<file path="config.mk">
export PLATFORM = sky130hd
export DESIGN_NAME = img_stream_gen_flat
export DESIGN_NICKNAME = d
export VERILOG_FILES = /design/src/rtl/img_stream_if.sv /design/src/rtl/img_stream_gen.sv /design/src/flat_wrapper.sv
export SDC_FILE = /design/constraint.sdc
export NUM_CORES = 1
export LEC_CHECK = 0
export BUFFER_PORTS_ARGS = -buffer_cell sky130_fd_sc_hd__buf_2
export CAP_MARGIN = 30
export CORE_ASPECT_RATIO = 1.2
export CORE_MARGIN = 2
export CORE_UTILIZATION = 60
export CTS_CLUSTER_DIAMETER = 150
export DETAILED_ROUTE_END_ITERATION = 10
export PLACE_DENSITY_LB_ADDON = 0.12
export SKIP_LAST_GASP = 1
export SYNTH_ARGS = -nofsm -noshare
export SYNTH_HDL_FRONTEND = slang
export SYNTH_SLANG_ARGS = --single-unit
export TNS_END_PERCENT = 10
</file>
<file path="constraint.sdc">
create_clock -name clk -period 5.4 [get_ports clk]
set_input_delay 0.54 -clock clk [delete_from_list [all_inputs] [get_ports clk]]
set_output_delay 0.54 -clock clk [all_outputs]
set_load 0.05 [all_outputs]
</file>
<file path="src/rtl/img_stream_if.sv">
// ============================================================================
//  Module   : img_stream_if
//  Purpose  : Control inputs and vsync/hsync/valid/data pixel stream of the
//             test-image generator.
//  Revision : 1.0  initial release
// ============================================================================
`default_nettype none

interface img_stream_if;
  logic       start;
  logic       continuous;
  logic [1:0] pattern_sel;
  logic [7:0] const_val;
  logic       post_img_vsync;
  logic       post_img_hsync;
  logic       post_img_valid;
  logic [7:0] post_img_data;
  logic       busy;
  logic       frame_done;

  modport master (
    input  start, continuous, pattern_sel, const_val,
    output post_img_vsync, post_img_hsync, post_img_valid, post_img_data,
    output busy, frame_done
  );

  modport slave (
    output start, continuous, pattern_sel, const_val,
    input  post_img_vsync, post_img_hsync, post_img_valid, post_img_data,
    input  busy, frame_done
  );
endinterface

`default_nettype wire

</file>
<file path="src/rtl/img_stream_gen.sv">
// ============================================================================
//  Module   : img_stream_gen
//  Purpose  : Frame-timed test-pattern source for the 3x3 window/filter chain.
//  Revision : 1.0  initial release
// ============================================================================
`default_nettype none

module img_stream_gen #(
  parameter int H_ACTIVE = 640,
  parameter int V_ACTIVE = 480,
  parameter int H_BLANK  = 160,
  parameter int V_PRE    = 10,
  parameter int V_POST   = 10
) (
  input  logic          clk,
  input  logic          rst,
  img_stream_if.master  bus
);

  localparam logic [11:0] H_ACT_LAST = 12'(H_ACTIVE - 1);
  localparam logic [11:0] V_ACT_LAST = 12'(V_ACTIVE - 1);
  localparam logic [11:0] H_BLK_LAST = 12'(H_BLANK - 1);
  localparam logic [11:0] V_PRE_LAST = 12'(V_PRE - 1);
  localparam logic [11:0] V_PST_LAST = 12'(V_POST - 1);

  typedef enum logic [2:0] {
    S_IDLE       = 3'd0,
    S_V_PRE      = 3'd1,
    S_LINE_ACT   = 3'd2,
    S_LINE_BLANK = 3'd3,
    S_V_POST     = 3'd4
  } state_t;

  state_t      state;
  state_t      state_nxt;
  logic [11:0] cnt;
  logic [11:0] x;
  logic [11:0] y;
  logic [1:0]  pat;
  logic [7:0]  cval;
  // Set for the single cycle after a frame ends: it drives frame_done and
  // forms the one-cycle vsync gap ahead of a continuous relaunch.
  logic        end_flag;

  logic        launch;
  logic        frame_end;
  logic [7:0]  pix;
  logic        vsync_nxt;
  logic        hsync_nxt;
  logic [7:0]  data_nxt;
  logic        busy_nxt;

  always_ff @(posedge clk) begin
    if (rst) begin
      state <= S_IDLE;
    end else begin
      state <= state_nxt;
    end
  end

  always_comb begin
    state_nxt = state;
    launch    = 1'b0;
    frame_end = 1'b0;
    case (state)
      S_IDLE: begin
        if (bus.start && !end_flag) begin
          state_nxt = S_V_PRE;
          launch    = 1'b1;
        end
      end
      S_V_PRE: begin
        if (!end_flag && cnt == V_PRE_LAST) begin
          state_nxt = S_LINE_ACT;
        end
      end
      S_LINE_ACT: begin
        if (x == H_ACT_LAST) begin
          state_nxt = S_LINE_BLANK;
        end
      end
      S_LINE_BLANK: begin
        if (cnt == H_BLK_LAST) begin
          state_nxt = (y == V_ACT_LAST) ? S_V_POST : S_LINE_ACT;
        end
      end
      S_V_POST: begin
        if (cnt == V_PST_LAST) begin
          frame_end = 1'b1;
          if (bus.continuous) begin
            state_nxt = S_V_PRE;
            launch    = 1'b1;
          end else begin
            state_nxt = S_IDLE;
          end
        end
      end
      default: state_nxt = S_IDLE;
    endcase

    case (pat)
      2'd0:    pix = x[7:0];
      2'd1:    pix = y[7:0];
      2'd2:    pix = (x[3] ^ y[3]) ? 8'hFF : 8'h00;
      default: pix = cval;
    endcase

    vsync_nxt = (state != S_IDLE) && !end_flag;
    hsync_nxt = (state == S_LINE_ACT);
    data_nxt  = (state == S_LINE_ACT) ? pix : 8'h00;
    busy_nxt  = (state != S_IDLE);
  end

  always_ff @(posedge clk) begin
    if (rst) begin
      cnt      <= 12'd0;
      x        <= 12'd0;
      y        <= 12'd0;
      pat      <= 2'd0;
      cval     <= 8'h00;
      end_flag <= 1'b0;
    end else begin
      end_flag <= frame_end;
      if (launch) begin
        cnt  <= 12'd0;
        x    <= 12'd0;
        y    <= 12'd0;
        pat  <= bus.pattern_sel;
        cval <= bus.const_val;
      end else begin
        if (state_nxt != state) begin
          cnt <= 12'd0;
        end else if (state != S_IDLE && !(state == S_V_PRE && end_flag)) begin
          cnt <= cnt + 12'd1;
        end
        if (state == S_LINE_ACT) begin
          x <= (x == H_ACT_LAST) ? 12'd0 : x + 12'd1;
        end
        if (state == S_LINE_BLANK && state_nxt == S_LINE_ACT) begin
          y <= y + 12'd1;
        end
      end
    end
  end

  always_ff @(posedge clk) begin
    if (rst) begin
      bus.post_img_vsync <= 1'b0;
      bus.post_img_hsync <= 1'b0;
      bus.post_img_valid <= 1'b0;
      bus.post_img_data  <= 8'h00;
      bus.busy           <= 1'b0;
      bus.frame_done     <= 1'b0;
    end else begin
      bus.post_img_vsync <= vsync_nxt;
      bus.post_img_hsync <= hsync_nxt;
      bus.post_img_valid <= hsync_nxt;
      bus.post_img_data  <= data_nxt;
      bus.busy           <= busy_nxt;
      bus.frame_done     <= end_flag;
    end
  end

endmodule

`default_nettype wire
</file>
<file path="src/flat_wrapper.sv">
// flat-port wrapper written by rule: the top's interface ports become plain ports
module img_stream_gen_flat 
#(
  parameter int H_ACTIVE = 640,
  parameter int V_ACTIVE = 480,
  parameter int H_BLANK  = 160,
  parameter int V_PRE    = 10,
  parameter int V_POST   = 10
)
  (clk, rst, bus_start, bus_continuous, bus_pattern_sel, bus_const_val, bus_post_img_vsync, bus_post_img_hsync, bus_post_img_valid, bus_post_img_data, bus_busy, bus_frame_done);
  img_stream_if bus_i ();
  input  logic clk;
  input  logic rst;
  input wire logic [$bits(bus_i.start)-1:0] bus_start;
  input wire logic [$bits(bus_i.continuous)-1:0] bus_continuous;
  input wire logic [$bits(bus_i.pattern_sel)-1:0] bus_pattern_sel;
  input wire logic [$bits(bus_i.const_val)-1:0] bus_const_val;
  output wire logic [$bits(bus_i.post_img_vsync)-1:0] bus_post_img_vsync;
  output wire logic [$bits(bus_i.post_img_hsync)-1:0] bus_post_img_hsync;
  output wire logic [$bits(bus_i.post_img_valid)-1:0] bus_post_img_valid;
  output wire logic [$bits(bus_i.post_img_data)-1:0] bus_post_img_data;
  output wire logic [$bits(bus_i.busy)-1:0] bus_busy;
  output wire logic [$bits(bus_i.frame_done)-1:0] bus_frame_done;
  assign bus_i.start = bus_start;
  assign bus_i.continuous = bus_continuous;
  assign bus_i.pattern_sel = bus_pattern_sel;
  assign bus_i.const_val = bus_const_val;
  assign bus_post_img_vsync = bus_i.post_img_vsync;
  assign bus_post_img_hsync = bus_i.post_img_hsync;
  assign bus_post_img_valid = bus_i.post_img_valid;
  assign bus_post_img_data = bus_i.post_img_data;
  assign bus_busy = bus_i.busy;
  assign bus_frame_done = bus_i.frame_done;
  img_stream_gen #(.H_ACTIVE(H_ACTIVE), .V_ACTIVE(V_ACTIVE), .H_BLANK(H_BLANK), .V_PRE(V_PRE), .V_POST(V_POST)) u_core (.clk(clk), .rst(rst), .bus(bus_i));
endmodule
</file>
==> summary.txt <==
Logic synthesis
  • EDFF count, synth: 0
  • Post-Syn Nets: 358
  • Yosys top cell area share: 40.44%
  • Yosys cell types: 53
  • Largest family of logic cells by synthesized area: simple AND/OR/NAND/NOR gates
  • Synthesized area: 0.003069 mm²
  • Post-synth top cells: dfxtp_1, nor2_1, nand2_1, xnor2_1
  • Async set or reset register ratio after synthesis: 0%
  • Synthesized flop and latch total: 62
  • XOR/XNOR Fraction of Synth Area: 8.846%
  • Top_reg_cell synth: dfxtp_1
  • Top-count cell post-synth: dfxtp_1
  • Synth Area in Compound Gates: 7.868%
  • Sequential fraction of the synthesis area: 40.44%
  • Synth Area per Inst: 9.027 µm²
  • Synth Area in Adders: 1.631%
  • Simple-Gate Fraction of Synth Area: 30.45%
  • Post-synth top area cell: dfxtp_1
  • Mux cell area share after synthesis: 5.667%
  • Synth Warn #: 0
  • Largest cells by area after synthesis: dfxtp_1, nor2_1, xnor2_1
  • Cells after Synth: 340

Setup path
  • Worst setup SP type: flip-flop
  • Delay of the slowest critical-path stage: 0.61 ns
  • WP data required: 5.64 ns
  • CP Max Fanout: 13
  • Cell Chain, Critical Path: nor3_1 > and3b_1 > nor3_1 > o2111ai_1 > a211oi_1
  • CP arrival: 2.84 ns
  • Critical path type: reg -> reg
  • CP Capture Type: flip-flop
  • Slowest-stage cell, CP: o2111ai_1
  • Most frequent CP cell: nor3_1

Power and ir drop
  • Max VDD drop: 0.2343 mV
  • Final Power: 0.9565 mW
  • Sequential Power Share: 49.5%
  • Pint: 0.7393 mW
  • Combinational power share: 4.8%
  • Pleak: 1.205 nW
  • Clock Power Share: 45.6%
  • Pwr dens: 285.6 mW/mm²
  • Sw Pwr: 0.2172 mW
  • Sw Share: 22.71%

Timing
  • RSZ-0062 raised after global routing: no
  • Final TNS setup: 0 ns
  • Final hold vios: 0
  • Period utilization: 48.08%
  • Final setup vio count: 0
  • Fin. max-slew vios: 0
  • Worst slew pin tran: 0.9402 ns
  • Worst Slack Setup Final: 2.804 ns
  • Skew final: 0.007350 ns
  • Min cycle time layout: 2.596 ns
  • Slew Limit Headroom: 37.26%
  • FMAX: 385.2 MHz

Place
  • Post-detail-place hpwl: 4462 µm
  • Port Buf Inserts: 26
  • Inst Count DP: 406
  • Worst slack at placement: 2.817 ns
  • Routability congestion estimate: 0.8788

Route
  • Total routed wirelength: 6255 µm
  • Pre-antenna DRT Iters: 4
  • Vias per cell: 5.836
  • DRC: 0
  • Via count: 2463
  • Final ANT Viol Nets: 0
  • Wire per inst: 14.82 µm
  • DR iter-0 viols: 152

Floorplan
  • Die Footprint: 0.005706 mm²
  • IO Pins: 27
  • Die H: 82.35 µm
  • Core Area: 0.004940 mm²
  • Std-Cell Rows: 28
  • Starting density of the core: 62.13%
  • Chip Width: 69.29 µm

Worst hold path
  • Min-delay worst type: in -> reg

Clock network
  • Post_cts resized: 0
  • # Post-CTS Setup Buffers: 0
  • Clock tree from TritonCTS: built
  • Total CTS buffers: 9
  • Skew-Pair Late Insertion Delay: 0.34 ns
  • # clock sinks: 62
  • Htree depth: 3
  • Root Driver: clkbuf_8
  • Clock Path Buffers: 2
  • Hold-fix buffers, CTS: 0
  • Clk slew on worst S/H paths: 0.07 ns

Cells and area
  • Post-Layout Cell Count: 422
  • Layout cells sized above 1: 19.34%
  • Ant diodes: 0
  • Area growth syn-to-layout: 9.132%
  • Final #Nets: 375

Global route
  • Vias in the first global route: 2225
  • Global-route wire length before repair: 10390 µm
  • Largest net degree at the start of global routing: 21
  • Initial antenna violation count: 0
  • GRT Util Overall: 23.42%
  • GR Overflow Total: 0

Run
  • Max-cap viol count: 0

Outcome
  • Status: finished, final reports clean
-- power groups by stage --
stage                     Combinational (mW)  Clock [mW]  Sequential (mW)
after floorplan                       0.0387           0            0.481
after global placement                0.0458           0            0.484
after detailed placement              0.0467           0            0.484
after CTS                             0.0469       0.444            0.473
after global routing                  0.0517       0.463            0.475
final                                 0.0463       0.436            0.474
-- state kept, by name, summed over array words and instances (netlist names) --
register                   count
u_core.end_flag                1
u_core.bus.post_img_vsync      1
u_core.y                      12
u_core.bus.busy                1
u_core.cnt                    12
u_core.bus.post_img_data       8
u_core.bus.frame_done          1
u_core.cval                    8
u_core.state                   3
u_core.x                      12
u_core.pat                     2
u_core.bus.post_img_hsync      1
-- metrics by stage --
| stage | hold slack [ns] | instance area [µm²] | util (%) |
|---|---|---|---|
| detailed placement | 0.4667 | 3137 | 63.50 |
| global placement | 0.4607 | 3137 | 63.50 |
| floorplan | 0.4426 | 3069 | - |
| finish | 0.4347 | 3349 | 67.81 |
| CTS | 0.4298 | 3349 | 67.81 |
| global route | 0.4425 | 3349 | 67.81 |
-- metal layers --
metal	wire, µm	part of all wire, %	GRT usage, %
met2	3001	48	39.13
met1	2821	45	28.69
met4	162	2.6	10.00
met3	269	4.3	6.553
met5	0	0	0
-- cells by family after synthesis --
family / count (synthesis)
adders and majority gates: 4
muxes: 17
DFF: 62
AOI/OAI and AO/OA: 34
xor gates and xnor gates: 31
buffers and inverters: 25
and+or+nand+nor: 167
-- critical path, delay by kind of cell (launching register included) --
family	cells	cell delay, ns
flip-flops	1	0.58
AND/OR/NAND/NOR	3	0.93
AO/OA/AOI/OAI	2	0.98
-- cells in the final DEF, fill, tap and decap left out, types with 2 or more instances in the layout --
cell type and count:
dfxtp_1 62, nor2_1 50, buf_2 26, nand2_1 23, xnor2_1 19, mux2i_1 14, nand4_1 14, nor3_1 13
xor2_1 12, nand3_1 10, clkbuf_8 9, a21oi_1 7, a211oi_1 7, nor4_1 6, nor2b_1 6, inv_1 5
nor2_2 5, and4_1 4, nor4_2 4, a31oi_1 4, and3_1 4, o21ai_0 4, ha_1 4, clkinv_2 4
nor3b_1 3, or2_2 3, nand2b_1 3, mux2_2 3, o221a_2 3, and3b_1 2, or3_1 2, or4_4 2
and2_1 2, and4_2 2, or3b_2 2, bufinv_16 2
-- area by class of cell --
| class | count | area (µm²) |
|---|---|---|
| timing repair buffer | 26 | 130.1 |
| clock inverter | 7 | 88.84 |
| sequential | 62 | 1241 |
| tap | 60 | 75.07 |
| inverter | 5 | 18.77 |
| multi-input combinational | 253 | 1672 |
| clock buffer | 9 | 123.9 |
| fill | 415 | 1590 |
-- final timing paths --
| check | slack [ns] | endpoint | cells past startpoint | from |
|---|---|---|---|---|
| worst max-delay path | 2.80 | u_core.cnt[1]$_SDFFE_PP0P_ | 5 | u_core.state[0]$_SDFF_PP0_ |
| worst min-delay path | 0.43 | u_core.pat[0]$_SDFFE_PP0P_ | 3 | bus_pattern_sel[0] |
| worst max register to register | 2.80 | u_core.cnt[1]$_SDFFE_PP0P_ | 5 | u_core.state[0]$_SDFF_PP0_ |
| worst min register to register | 0.48 | u_core.y[11]$_SDFFE_PP0P_ | 2 | u_core.y[11]$_SDFFE_PP0P_ |
Power figures use the tool's default switching activity.
